===== src/rtl/ramblock_fifo_ctrl_if.sv =====
// FIFO user-side bundle: push/pop handshake, read data and status flags.
// The controller takes the slave view; the block driving requests takes the master view.
interface ramblock_fifo_ctrl_if #(
    parameter int unsigned DW = 9,
    parameter int unsigned AW = 8
) ();

    logic          clear;
    logic          push;
    logic [DW-1:0] push_data;
    logic          pop;
    logic [DW-1:0] pop_data;
    logic          pop_valid;
    logic          full;
    logic          empty;
    logic          almost_full;
    logic [AW:0]   count;
    logic          overflow;
    logic          underflow;

    modport master (
        output clear,
        output push,
        output push_data,
        output pop,
        input  pop_data,
        input  pop_valid,
        input  full,
        input  empty,
        input  almost_full,
        input  count,
        input  overflow,
        input  underflow
    );

    modport slave (
        input  clear,
        input  push,
        input  push_data,
        input  pop,
        output pop_data,
        output pop_valid,
        output full,
        output empty,
        output almost_full,
        output count,
        output overflow,
        output underflow
    );

endinterface


===== src/rtl/ramblock_fifo_ctrl.sv =====
// Single-clock FIFO controller in front of a 256x9 sync-write/sync-read RAM block.
// Turns push/pop requests into RAM write/read cycles and tracks pointers, occupancy,
// status flags and sticky overflow/underflow bits. RAM read data has one cycle of
// latency, so pop_valid is the accepted pop delayed by one edge.
module ramblock_fifo_ctrl #(
    parameter int unsigned DW        = 9,
    parameter int unsigned AW        = 8,
    parameter int unsigned AFULL_THR = 240
) (
    input  logic          clks_i,
    input  logic          rstb_ni,
    ramblock_fifo_ctrl_if.slave fifo_if,
    output logic [DW-1:0] ram_din_o,
    output logic [AW-1:0] ram_waddr_o,
    output logic          ram_wrb_o,
    output logic [AW-1:0] ram_raddr_o,
    output logic          ram_rdb_o,
    input  logic [DW-1:0] ram_do_i
);

    localparam int unsigned DEPTH     = 1 << AW;
    localparam logic [AW:0] DepthCnt  = (AW + 1)'(DEPTH);
    localparam logic [AW:0] AfullCnt  = (AW + 1)'(AFULL_THR);

    logic [AW-1:0] wptr_q, wptr_d;
    logic [AW-1:0] rptr_q, rptr_d;
    logic [AW:0]   count_q, count_d;
    logic          pop_valid_q, pop_valid_d;
    logic          overflow_q, overflow_d;
    logic          underflow_q, underflow_d;

    logic full, empty;
    logic push_acc, pop_acc;

    // Flags decode from the registered count only, so acceptance never depends on
    // a same-cycle request. Rejecting pushes when full keeps wptr != rptr for any
    // simultaneous read/write, avoiding a same-address RAM hazard.
    always_comb begin
        full     = (count_q == DepthCnt);
        empty    = (count_q == '0);
        push_acc = fifo_if.push & ~full  & ~fifo_if.clear;
        pop_acc  = fifo_if.pop  & ~empty & ~fifo_if.clear;
    end

    // RAM strobes: combinational, held inactive (high) while reset is asserted.
    always_comb begin
        ram_din_o   = fifo_if.push_data;
        ram_waddr_o = wptr_q;
        ram_raddr_o = rptr_q;
        ram_wrb_o   = ~(push_acc & rstb_ni);
        ram_rdb_o   = ~(pop_acc & rstb_ni);
    end

    // Next-state for pointers, occupancy, read strobe and sticky error bits.
    always_comb begin
        wptr_d      = wptr_q;
        rptr_d      = rptr_q;
        count_d     = count_q;
        pop_valid_d = pop_acc;
        overflow_d  = overflow_q  | (fifo_if.push & full  & ~fifo_if.clear);
        underflow_d = underflow_q | (fifo_if.pop  & empty & ~fifo_if.clear);

        if (push_acc) begin
            wptr_d = wptr_q + 1'b1;
        end
        if (pop_acc) begin
            rptr_d = rptr_q + 1'b1;
        end

        unique case ({push_acc, pop_acc})
            2'b10:   count_d = count_q + 1'b1;
            2'b01:   count_d = count_q - 1'b1;
            default: count_d = count_q;
        endcase

        // Flush; a pop_valid already registered last cycle is unaffected.
        if (fifo_if.clear) begin
            wptr_d      = '0;
            rptr_d      = '0;
            count_d     = '0;
            overflow_d  = 1'b0;
            underflow_d = 1'b0;
        end
    end

    // State registers; async reset drops any pending pop_valid immediately.
    always_ff @(posedge clks_i or negedge rstb_ni) begin
        if (!rstb_ni) begin
            wptr_q      <= '0;
            rptr_q      <= '0;
            count_q     <= '0;
            pop_valid_q <= 1'b0;
            overflow_q  <= 1'b0;
            underflow_q <= 1'b0;
        end else begin
            wptr_q      <= wptr_d;
            rptr_q      <= rptr_d;
            count_q     <= count_d;
            pop_valid_q <= pop_valid_d;
            overflow_q  <= overflow_d;
            underflow_q <= underflow_d;
        end
    end

    // User-facing outputs.
    always_comb begin
        fifo_if.pop_data    = ram_do_i;
        fifo_if.pop_valid   = pop_valid_q;
        fifo_if.full        = full;
        fifo_if.empty       = empty;
        fifo_if.almost_full = (count_q >= AfullCnt);
        fifo_if.count       = count_q;
        fifo_if.overflow    = overflow_q;
        fifo_if.underflow   = underflow_q;
    end

endmodule

===== src/flat_wrapper.sv =====
// flat-port wrapper written by rule: the top's interface ports become plain ports
module ramblock_fifo_ctrl_flat 
#(
    parameter int unsigned DW        = 9,
    parameter int unsigned AW        = 8,
    parameter int unsigned AFULL_THR = 240
)
  (clks_i, rstb_ni, ram_din_o, ram_waddr_o, ram_wrb_o, ram_raddr_o, ram_rdb_o, ram_do_i, fifo_if_clear, fifo_if_push, fifo_if_push_data, fifo_if_pop, fifo_if_pop_data, fifo_if_pop_valid, fifo_if_full, fifo_if_empty, fifo_if_almost_full, fifo_if_count, fifo_if_overflow, fifo_if_underflow);
  ramblock_fifo_ctrl_if #(.DW(DW), .AW(AW)) fifo_if_i ();
  input  logic clks_i;
  input  logic rstb_ni;
  output logic [DW-1:0] ram_din_o;
  output logic [AW-1:0] ram_waddr_o;
  output logic ram_wrb_o;
  output logic [AW-1:0] ram_raddr_o;
  output logic ram_rdb_o;
  input  logic [DW-1:0] ram_do_i;
  input wire logic [$bits(fifo_if_i.clear)-1:0] fifo_if_clear;
  input wire logic [$bits(fifo_if_i.push)-1:0] fifo_if_push;
  input wire logic [$bits(fifo_if_i.push_data)-1:0] fifo_if_push_data;
  input wire logic [$bits(fifo_if_i.pop)-1:0] fifo_if_pop;
  output wire logic [$bits(fifo_if_i.pop_data)-1:0] fifo_if_pop_data;
  output wire logic [$bits(fifo_if_i.pop_valid)-1:0] fifo_if_pop_valid;
  output wire logic [$bits(fifo_if_i.full)-1:0] fifo_if_full;
  output wire logic [$bits(fifo_if_i.empty)-1:0] fifo_if_empty;
  output wire logic [$bits(fifo_if_i.almost_full)-1:0] fifo_if_almost_full;
  output wire logic [$bits(fifo_if_i.count)-1:0] fifo_if_count;
  output wire logic [$bits(fifo_if_i.overflow)-1:0] fifo_if_overflow;
  output wire logic [$bits(fifo_if_i.underflow)-1:0] fifo_if_underflow;
  assign fifo_if_i.clear = fifo_if_clear;
  assign fifo_if_i.push = fifo_if_push;
  assign fifo_if_i.push_data = fifo_if_push_data;
  assign fifo_if_i.pop = fifo_if_pop;
  assign fifo_if_pop_data = fifo_if_i.pop_data;
  assign fifo_if_pop_valid = fifo_if_i.pop_valid;
  assign fifo_if_full = fifo_if_i.full;
  assign fifo_if_empty = fifo_if_i.empty;
  assign fifo_if_almost_full = fifo_if_i.almost_full;
  assign fifo_if_count = fifo_if_i.count;
  assign fifo_if_overflow = fifo_if_i.overflow;
  assign fifo_if_underflow = fifo_if_i.underflow;
  ramblock_fifo_ctrl #(.DW(DW), .AW(AW), .AFULL_THR(AFULL_THR)) u_core (.clks_i(clks_i), .rstb_ni(rstb_ni), .fifo_if(fifo_if_i), .ram_din_o(ram_din_o), .ram_waddr_o(ram_waddr_o), .ram_wrb_o(ram_wrb_o), .ram_raddr_o(ram_raddr_o), .ram_rdb_o(ram_rdb_o), .ram_do_i(ram_do_i));
endmodule

===== config.mk =====
export PLATFORM = sky130hd
export DESIGN_NAME = ramblock_fifo_ctrl_flat
export DESIGN_NICKNAME = d
export VERILOG_FILES = /design/src/rtl/ramblock_fifo_ctrl_if.sv /design/src/rtl/ramblock_fifo_ctrl.sv /design/src/flat_wrapper.sv
export SDC_FILE = /design/constraint.sdc
export NUM_CORES = 1
export LEC_CHECK = 0
export CELL_PAD_IN_SITES_DETAIL_PLACEMENT = 2
export CELL_PAD_IN_SITES_GLOBAL_PLACEMENT = 2
export CORE_UTILIZATION = 27
export CTS_CLUSTER_SIZE = 10
export DETAILED_ROUTE_END_ITERATION = 6
export PLACE_DENSITY_LB_ADDON = 0.1
export SYNTH_ARGS = -nofsm -noshare
export SYNTH_HDL_FRONTEND = slang
export SYNTH_SLANG_ARGS = --single-unit

===== constraint.sdc =====
create_clock -name clks_i -period 9 [get_ports clks_i]
set_input_delay 1.8 -clock clks_i [delete_from_list [all_inputs] [get_ports clks_i]]
set_output_delay 1.8 -clock clks_i [all_outputs]
set_load 0.01 [all_outputs]

# Word level (Yosys, flattened, before mapping)
# Index checks and enable logic that the tools add are counted.
[totals] register_bits=28 wordCells=43
[classes] add_sub_neg=4 order_cmp=1 eq_ne=3 n_mux=8 bitwise_logic=17 reduce_logical=4
[ops] operator="two-way mux 8 bit" n=4
[ops] operator="one-hot mux 9 bit (2 select lines)" n=1
[ops] operator="adder 8 x 1 -> 8 bit (second input constant)" n=2
[ops] operator="AND 1 bit" n=10
[ops] operator="adder 9 x 1 -> 9 bit (second input constant)" n=1
[ops] operator="equality test 9 bit (second input constant)" n=1
[ops] operator="greater-or-equal comparator 9 x 8 -> 1 bit (second input constant)" n=1
[ops] operator="logical NOT 9 bit" n=1
[ops] operator="two-way mux 9 bit" n=1
[ops] operator="subtractor 9 x 1 -> 9 bit (second input constant)" n=1
[ops] operator="NOT 1 bit" n=5
[ops] operator="nonzero test 2 bit" n=2
[ops] operator="nonzero test 3 bit" n=1
[ops] operator="equality test 2 x 1 -> 1 bit (second input constant)" n=1
[ops] operator="equality test 2 bit (second input constant)" n=1
[ops] operator="two-way mux 1 bit" n=2
[ops] operator="bitwise OR 1 bit" n=2

# Longest topological paths before layout
# Gate-level depths: netlist of run 1.
[depth] ltp_word=7 ltp_mapped=10 depth_no_buf=10

# Least setup slack after synthesis of run 1
# Ideal clock, no wire load.
[synth_path] path_kind="in2reg" start="in fifo_if_clear" end="reg u_core.count_q[8] (netlist: u_core.fifo_if.count[8])" setup_time_ns=0.078 t_arrival_ns=4.219 required_ns=8.922 setup_slack_ns=4.703 path_stages=8 path_buffers=1 cell_sequence="clkbuf_1 nor4_1 ha_1 a211oi_1 o211ai_1 and2_1 mux2_2 a21oi_1"
[synth_between] elab_chain_cells=5 elab_cells_between_ends=8 cone_classes="eq/ne: 2; mux: 2; bitwise: 3; reduce/logical: 1"
[synth_rtl] element="from (decl)" line="flat_wrapper.sv:18" source="input wire logic [$bits(fifo_if_i.clear)-1:0] fifo_if_clear;"
[synth_rtl] element="NOT 1 bit" line="ramblock_fifo_ctrl.sv:41, ramblock_fifo_ctrl.sv:42"
[synth_rtl] element="AND 1 bit (on tied branches)" line="ramblock_fifo_ctrl.sv:42, ramblock_fifo_ctrl.sv:41"
[synth_rtl] element="equality test 2 x 1 -> 1 bit / equality test 2 bit (equally long branches)" line="ramblock_fifo_ctrl.sv:70" source="unique case ({push_acc, pop_acc})"
[synth_rtl] element="one-hot mux 9 bit (2 select lines)" line="ramblock_fifo_ctrl.sv:70"
[synth_rtl] element="two-way mux 9 bit" line="ramblock_fifo_ctrl.sv:77" source="if (fifo_if.clear) begin"
[synth_rtl] element="to (signal assigned)" line="ramblock_fifo_ctrl.sv:98" source="count_q <= count_d;"
[synth_rtl] element="to (decl)" line="ramblock_fifo_ctrl.sv:27" source="logic [AW:0] count_q, count_d;"
# Parallel ways exist; a longest one is shown, timed or not.
# A chain may end at the register's enable or synchronous reset.

# Final worst setup path of run 1
[layout_path] start="in fifo_if_push" end="out ram_wrb_o"
[layout_between] elab_chain_cells=4
[layout_rtl] element="from (decl)" line="flat_wrapper.sv:19" source="input wire logic [$bits(fifo_if_i.push)-1:0] fifo_if_push;"
[layout_rtl] element="AND 1 bit (2 in series)" line="ramblock_fifo_ctrl.sv:41" source="push_acc = fifo_if.push & ~full & ~fifo_if.clear;"
[layout_rtl] element="AND 1 bit" line="ramblock_fifo_ctrl.sv:50" source="ram_wrb_o = ~(push_acc & rstb_ni);"
[layout_rtl] element="NOT 1 bit" line="ramblock_fifo_ctrl.sv:50"
[layout_rtl] element="to (decl)" line="flat_wrapper.sv:14" source="output logic ram_wrb_o;"
# No other way between the ends.

==> impl_metrics.ini, run 1 <==
[global_routing]
grt_overflow_total = 0
grt_pass1_wl_mm = 8.76
antenna_found_initial = 0
grtUsageMet2_pct = 27.1
grt_use_total_pct = 15.1
use_met3_pct = 1.83
grt_pass1_vias = 1773
grt_max_degree = 34
top_usage_layer = met2
grt_use_met1_pct = 18.6

[detailed_routing]
drc = 0
post_drt_wl_per_cell_um = 16.7
drt_wl_total_mm = 5.37
via_per_inst = 5.05
drt_iter0_drc = 31
drt_pass1_iterations = 4
vias = 1622
ant_nets = 0

[finish]
stdcell_count = 321
layout.nets = 259
layout_common_cells = clkdlybuf4s50_1, nor2_1, dfrtp_1
syn_to_final_growth_pct = 22.4
drive_above_1_share_pct = 7.11
final_common_cell = clkdlybuf4s50_1
fin_area_mm2 = 0.00233
antenna_cells = 0
post-route-util_pct = 34.3

[synthesis]
synth_cell_type_count = 47
yosysWarnings = 0
ys_ff_latch = 28
seq_area_frac_synth_pct = 36.8
syn_avg_cell_area_um2 = 9.28
syn_inst = 205
mappedNetlistArea_mm2 = 0.00190
syn_nets = 238

[run]
drv_cap = 0

[timing]
clock_skew_ps = 3.26
worst_slack_ps = 3510
maxSlewHeadroom_pct = 29.9
setup_violations = 0
fin_crit_ps = 5490
tns_ps = 0
worst_hold_slack_ps = 521
fmax_mhz = 182
fin_crit_sh_pct = 61.0
worst_pin_slew_ps = 1040
hold_violations = 0
drv_slew = 0
rsz0062_at_grt = no

[floorplanning]
initial_utilization_pct = 28.0
rows = 30
die_x_um = 85.9
die-area_mm2 = 0.00738
num_io_pins = 74
chipHeight_um = 85.9
core_mm2 = 0.00679

[critical_path]
cpPeakStageDelay_ps = 620
regToRegSetupSlack_ps = 5050
crit_path_top_delay_cell = clkdlybuf4s50_1
worstPathMaxFanout = 6
path_cells = clkdlybuf4s50_1, inv_1, a31oi_1, nand2_1, clkdlybuf4s50_1
endpoint_kind = output port
cpMostUsedCell = clkdlybuf4s50_1
criticalPathCategory = input port to output port
crit_arrival_ps = 3690
cp-start-kind = input port
critPathRequiredTime_ps = 7200

[power_and_ir_drop]
powerDensity_mw_per_mm2 = 238
power_uw = 554
leakage_nw = 0.948
peakVddDrop_v = 0.0000698

[cts]
cts_resized = 0
clk_latency_ps = 280
hold_buffers = 0
path_clk_slew_ps = 100
cts_tree = done
htreeDepth = 1
cts_buffer_depth = 2
clock-sinks = 28
post-cts-setup-buffer-count = 0
cts_buffers = 3
cts_root_buffer = clkbuf_8

[placed_design]
dp_cells = 317
gp_congestion = 0.733
portBuffers = 37
hpwl_mm = 4.18
post_dp_cell_area_mm2 = 0.00226
dp_slack_ps = 3480

[status]
outcome = finished, final reports clean

[worst_hold_path]
worstHoldPathType = flop to flop
-- where the power goes --
group | leakage [nW] | switching (mW) | internal [mW] | total (mW)
clock network | 0.0357 | 0.0435 | 0.0597 | 0.103
registers | 0.380 | 0.0388 | 0.147 | 0.186
logic | 0.532 | 0.140 | 0.125 | 0.265
-- registers in the layout, indices dropped and copies added (netlist names) --
name	count
u_core.fifo_if.count	9
u_core.fifo_if.overflow	1
u_core.fifo_if.pop_valid	1
u_core.fifo_if.underflow	1
u_core.ram_raddr_o	8
u_core.ram_waddr_o	8
-- kinds of logic after synthesis --
kind of cell | count (synthesis) | synth area share [%]
adder cells (fa/ha/maj) | 10 | 6.97
XOR/XNOR | 14 | 6.45
AO/OA/AOI/OAI | 44 | 15.9
AND/OR/NAND/NOR | 73 | 20.4
multiplexers | 7 | 4.01
flip-flops | 28 | 36.8
buffers and inverters | 29 | 9.47
-- critical path, delay by kind of cell --
family	cells	cell delay [ps]
compound gates	1	490
buf+inv	3	1270
simple gates	1	110
-- routing by layer --
metal  vias up  part of all wire (%)
li1        751                     -
met1       814                    44
met2        43                    52
met3        14                   3.0
met4         0                   1.8
met5         -                     0
-- synth_stat cells (all sizes together) --
cell	n	area, um2
nor3b	2	15.0
dfrtp	28	701
or3	3	18.8
xor2	5	43.8
nand3	4	20.0
mux2i	2	20.0
fa	1	20.0
nand2	10	37.5
a22oi	1	7.51
mux2	5	56.3
a41o	1	10.0
inv	6	22.5
and3	2	12.5
nor2	30	120
o311ai	1	8.76
nor2b	1	6.26
and3b	1	8.76
a211oi	7	65.1
o21a	1	7.51
o31ai	1	12.5
a21oi	11	55.1
or4	2	18.8
xnor2	9	78.8
a31oi	3	18.8
o21bai	2	15.0
o21ai	9	45.0
nand2b	1	6.26
clkbuf	3	11.3
buf	20	146
nor4	5	58.8
a21o	3	22.5
a31o	2	17.5
o211ai	1	7.51
nand4	3	18.8
o31a	1	8.76
ha	9	113
nor3	8	40.0
and2	1	6.26
-- path summary, 6_finish.rpt --
kind | startpoint | end | depth (start not counted)
hold / removal | u_core.fifo_if.overflow | u_core.fifo_if.overflow | 2
hold reg to reg | u_core.fifo_if.overflow | u_core.fifo_if.overflow | 2
setup / recovery | fifo_if_push | ram_wrb_o | 5
setup reg to reg | u_core.fifo_if.count[0] | u_core.fifo_if.count[8] | 10
max in group asynchronous | rstb_ni | u_core.ram_waddr_o[0] | 2
min in group asynchronous | rstb_ni | u_core.ram_waddr_o[5] | 2
-- final cells by class --
class                      count  area [um2]
tap                           96         120
fill                         745        4470
clock buffer                   3        41.3
sequential                    28         701
inverter                       6        22.5
timing repair buffer          39         385
clock inverter                 1        30.0
multi-input combinational    148        1030
Note: power is estimated with default switching activity, not from simulation.
==> run 2: changes to the inputs <==
--- a/config.mk
+++ b/config.mk
@@ -7,7 +7,7 @@
 export LEC_CHECK = 0
 export CELL_PAD_IN_SITES_DETAIL_PLACEMENT = 2
 export CELL_PAD_IN_SITES_GLOBAL_PLACEMENT = 2
-export CORE_UTILIZATION = 27
+export CORE_UTILIZATION = 23
 export CTS_CLUSTER_SIZE = 10
 export DETAILED_ROUTE_END_ITERATION = 6
 export PLACE_DENSITY_LB_ADDON = 0.1
==> constraint.sdc (replaced) <==
create_clock -name clks_i -period 4.9 [get_ports clks_i]
set_input_delay 0.98 -clock clks_i [delete_from_list [all_inputs] [get_ports clks_i]]
set_output_delay 0.98 -clock clks_i [all_outputs]
set_load 0.01 [all_outputs]
==> run 2 against run 1 <==
  * Global-route usage is 0.75 points lower
  * Critical path depth stayed put
  * Clock power is 80% higher
  * Via count is 0.68% lower
  * Die area is 17% higher
==> impl_metrics.ini, run 2 (synthesis results as in run 1) <==
[power_and_ir_drop]
leakage_nw = 0.957
intPower_uw = 614
peakVddDrop_v = 0.000138
p_seq_share_pct = 33.6
pwr-share-clk_pct = 18.1
powerDensity_mw_per_mm2 = 438
swShare_pct = 40.2
switchingPower_uw = 413
combPwrFrac_pct = 48.3

[cts]
cts_resized = 0
cts_root_buffer = clkbuf_8
post-cts-setup-buffer-count = 0
clock-sinks = 28
clk_latency_ps = 280
path_clk_slew_ps = 100
cts_buffer_depth = 2
cts_buffers = 3
htreeDepth = 1
hold_buffers = 0
cts_tree = done

[finish]
final_common_cell = clkdlybuf4s50_1
layout_common_cells = clkdlybuf4s50_1, nor2_1, dfrtp_1
register_area_um2 = 701
post-route-util_pct = 29.9
final.fill_count = 905
drive_above_1_share_pct = 7.49
syn_to_final_growth_pct = 23.2
fin_area_mm2 = 0.00234
layout.nets = 261
largest_reg_flops = 9
antenna_cells = 0
multi_input_area_mm2 = 0.00102

[critical_path]
rr_startpoint = u_core.fifo_if.count[1]
criticalPathCategory = input port to output port
cpPeakStageDelay_ps = 640
cpMostUsedCell = clkdlybuf4s50_1
regToRegSetupSlack_ps = 1450
critPathRequiredTime_ps = 3920
cpLargestDelayFamily = buffers and inverters
timing.rr.end = u_core.fifo_if.count[8]
path_cells = clkdlybuf4s50_1, inv_1, a31oi_1, nand2_1, clkdlybuf4s50_1
cp-start-kind = input port
crit_arrival_ps = 2860
path_buf_inv = 3
worstPathMaxFanout = 6
crit_start = fifo_if_push
ff2ff_path_depth = 11
endpoint_kind = output port
worstSetupEndpoint = ram_wrb_o
crit_path_top_delay_cell = clkdlybuf4s50_1
crit_cells = 5

[global_routing]
use_met3_pct = 2.96
grt_pass1_wl_mm = 9.69
grt_use_met1_pct = 17.3
grt_use_total_pct = 14.4
grt_overflow_total = 0
grt_pass1_vias = 1859
grt_max_degree = 33
antenna_found_initial = 0
grtUsageMet2_pct = 24.8
top_usage_layer = met2

[detailed_routing]
via_per_inst = 4.90
drt_iter0_drc = 46
vias = 1611
post_drt_wl_per_cell_um = 17.9
drt_pass1_iterations = 3
ant_nets = 0
drc = 0
drt_wl_total_mm = 5.90

[floorplanning]
core_mm2 = 0.00785
die-area_mm2 = 0.00864
chipHeight_um = 92.9
rows = 32
die_x_um = 92.9
num_io_pins = 74
initial_utilization_pct = 24.2

[timing]
clock_skew_ps = 3.55
hold_violations = 0
maxSlewHeadroom_pct = 59.0
fin_crit_sh_pct = 78.4
worst_hold_slack_ps = 530
rsz0062_at_grt = no
fmax_mhz = 260
worst_pin_slew_ps = 613
worst_slack_ps = 1060
tns_ps = 0
fin_crit_ps = 3840
setup_violations = 0
drv_slew = 0

[placed_design]
hpwl_mm = 4.47
dp_slack_ps = 1040
portBuffers = 37
post_dp_cell_area_mm2 = 0.00227
gp_congestion = 0.772

[worst_hold_path]
hold_start = u_core.fifo_if.overflow
worstHoldPathType = flop to flop

[run]
drv_cap = 0

[status]
outcome = finished, final reports clean
[run 2: cell types whose count changed in the layout (fill, tap and decap cells not counted)]
cell / delta
nor4_2: -1
buf_4: +2
nor4_1: +1
[run 2: stage by stage]
| stage | total power, mW | std cells |
|---|---|---|
| after floorplan | 0.650 | 205 |
| after global placement | 0.838 | 325 |
| after detailed placement | 0.854 | 325 |
| after CTS | 1.05 | 329 |
| after global routing | 1.10 | 329 |
| final | 1.03 | 329 |
[run 2: power groups by stage]
| stage | combinational [mW] | clock [mW] | sequential, mW |
|---|---|---|---|
| final | 0.497 | 0.185 | 0.345 |
| after global routing | 0.542 | 0.200 | 0.355 |
| after CTS | 0.507 | 0.196 | 0.348 |
| after detailed placement | 0.502 | 0 | 0.352 |
| after global placement | 0.491 | 0 | 0.347 |
| after floorplan | 0.307 | 0 | 0.343 |
[run 2: how the worst min path moves through the flow]
stage | cells after the start | to
2_1_floorplan | 2 | u_core.fifo_if.overflow
3_3_place_gp | 2 | u_core.fifo_if.overflow
4_1_cts | 2 | u_core.fifo_if.underflow
5_1_grt | 2 | u_core.fifo_if.underflow
6_report | 2 | u_core.fifo_if.overflow
3_5_place_dp | 2 | u_core.fifo_if.underflow
[run 2: layer usage]
metal	up-vias	share of wire (%)
li1	755	-
met1	788	43
met5	-	0
met2	42	49
met4	0	3.4
met3	26	4.7
[run 2: final cells by class]
| cell class | count | area share, % |
|---|---|---|
| tap | 102 | 5.45 |
| clock inverter | 1 | 1.28 |
| timing repair buffer | 41 | 17.1 |
| multi-input combinational | 148 | 43.6 |
| inverter | 6 | 0.961 |
| sequential | 28 | 29.9 |
| clock buffer | 3 | 1.76 |
[run 2: tightest hold or removal path, stage by stage (launching register included)]
cell,delay (ps)
dfrtp_1,380
a21oi_1,50
nor2_1,70
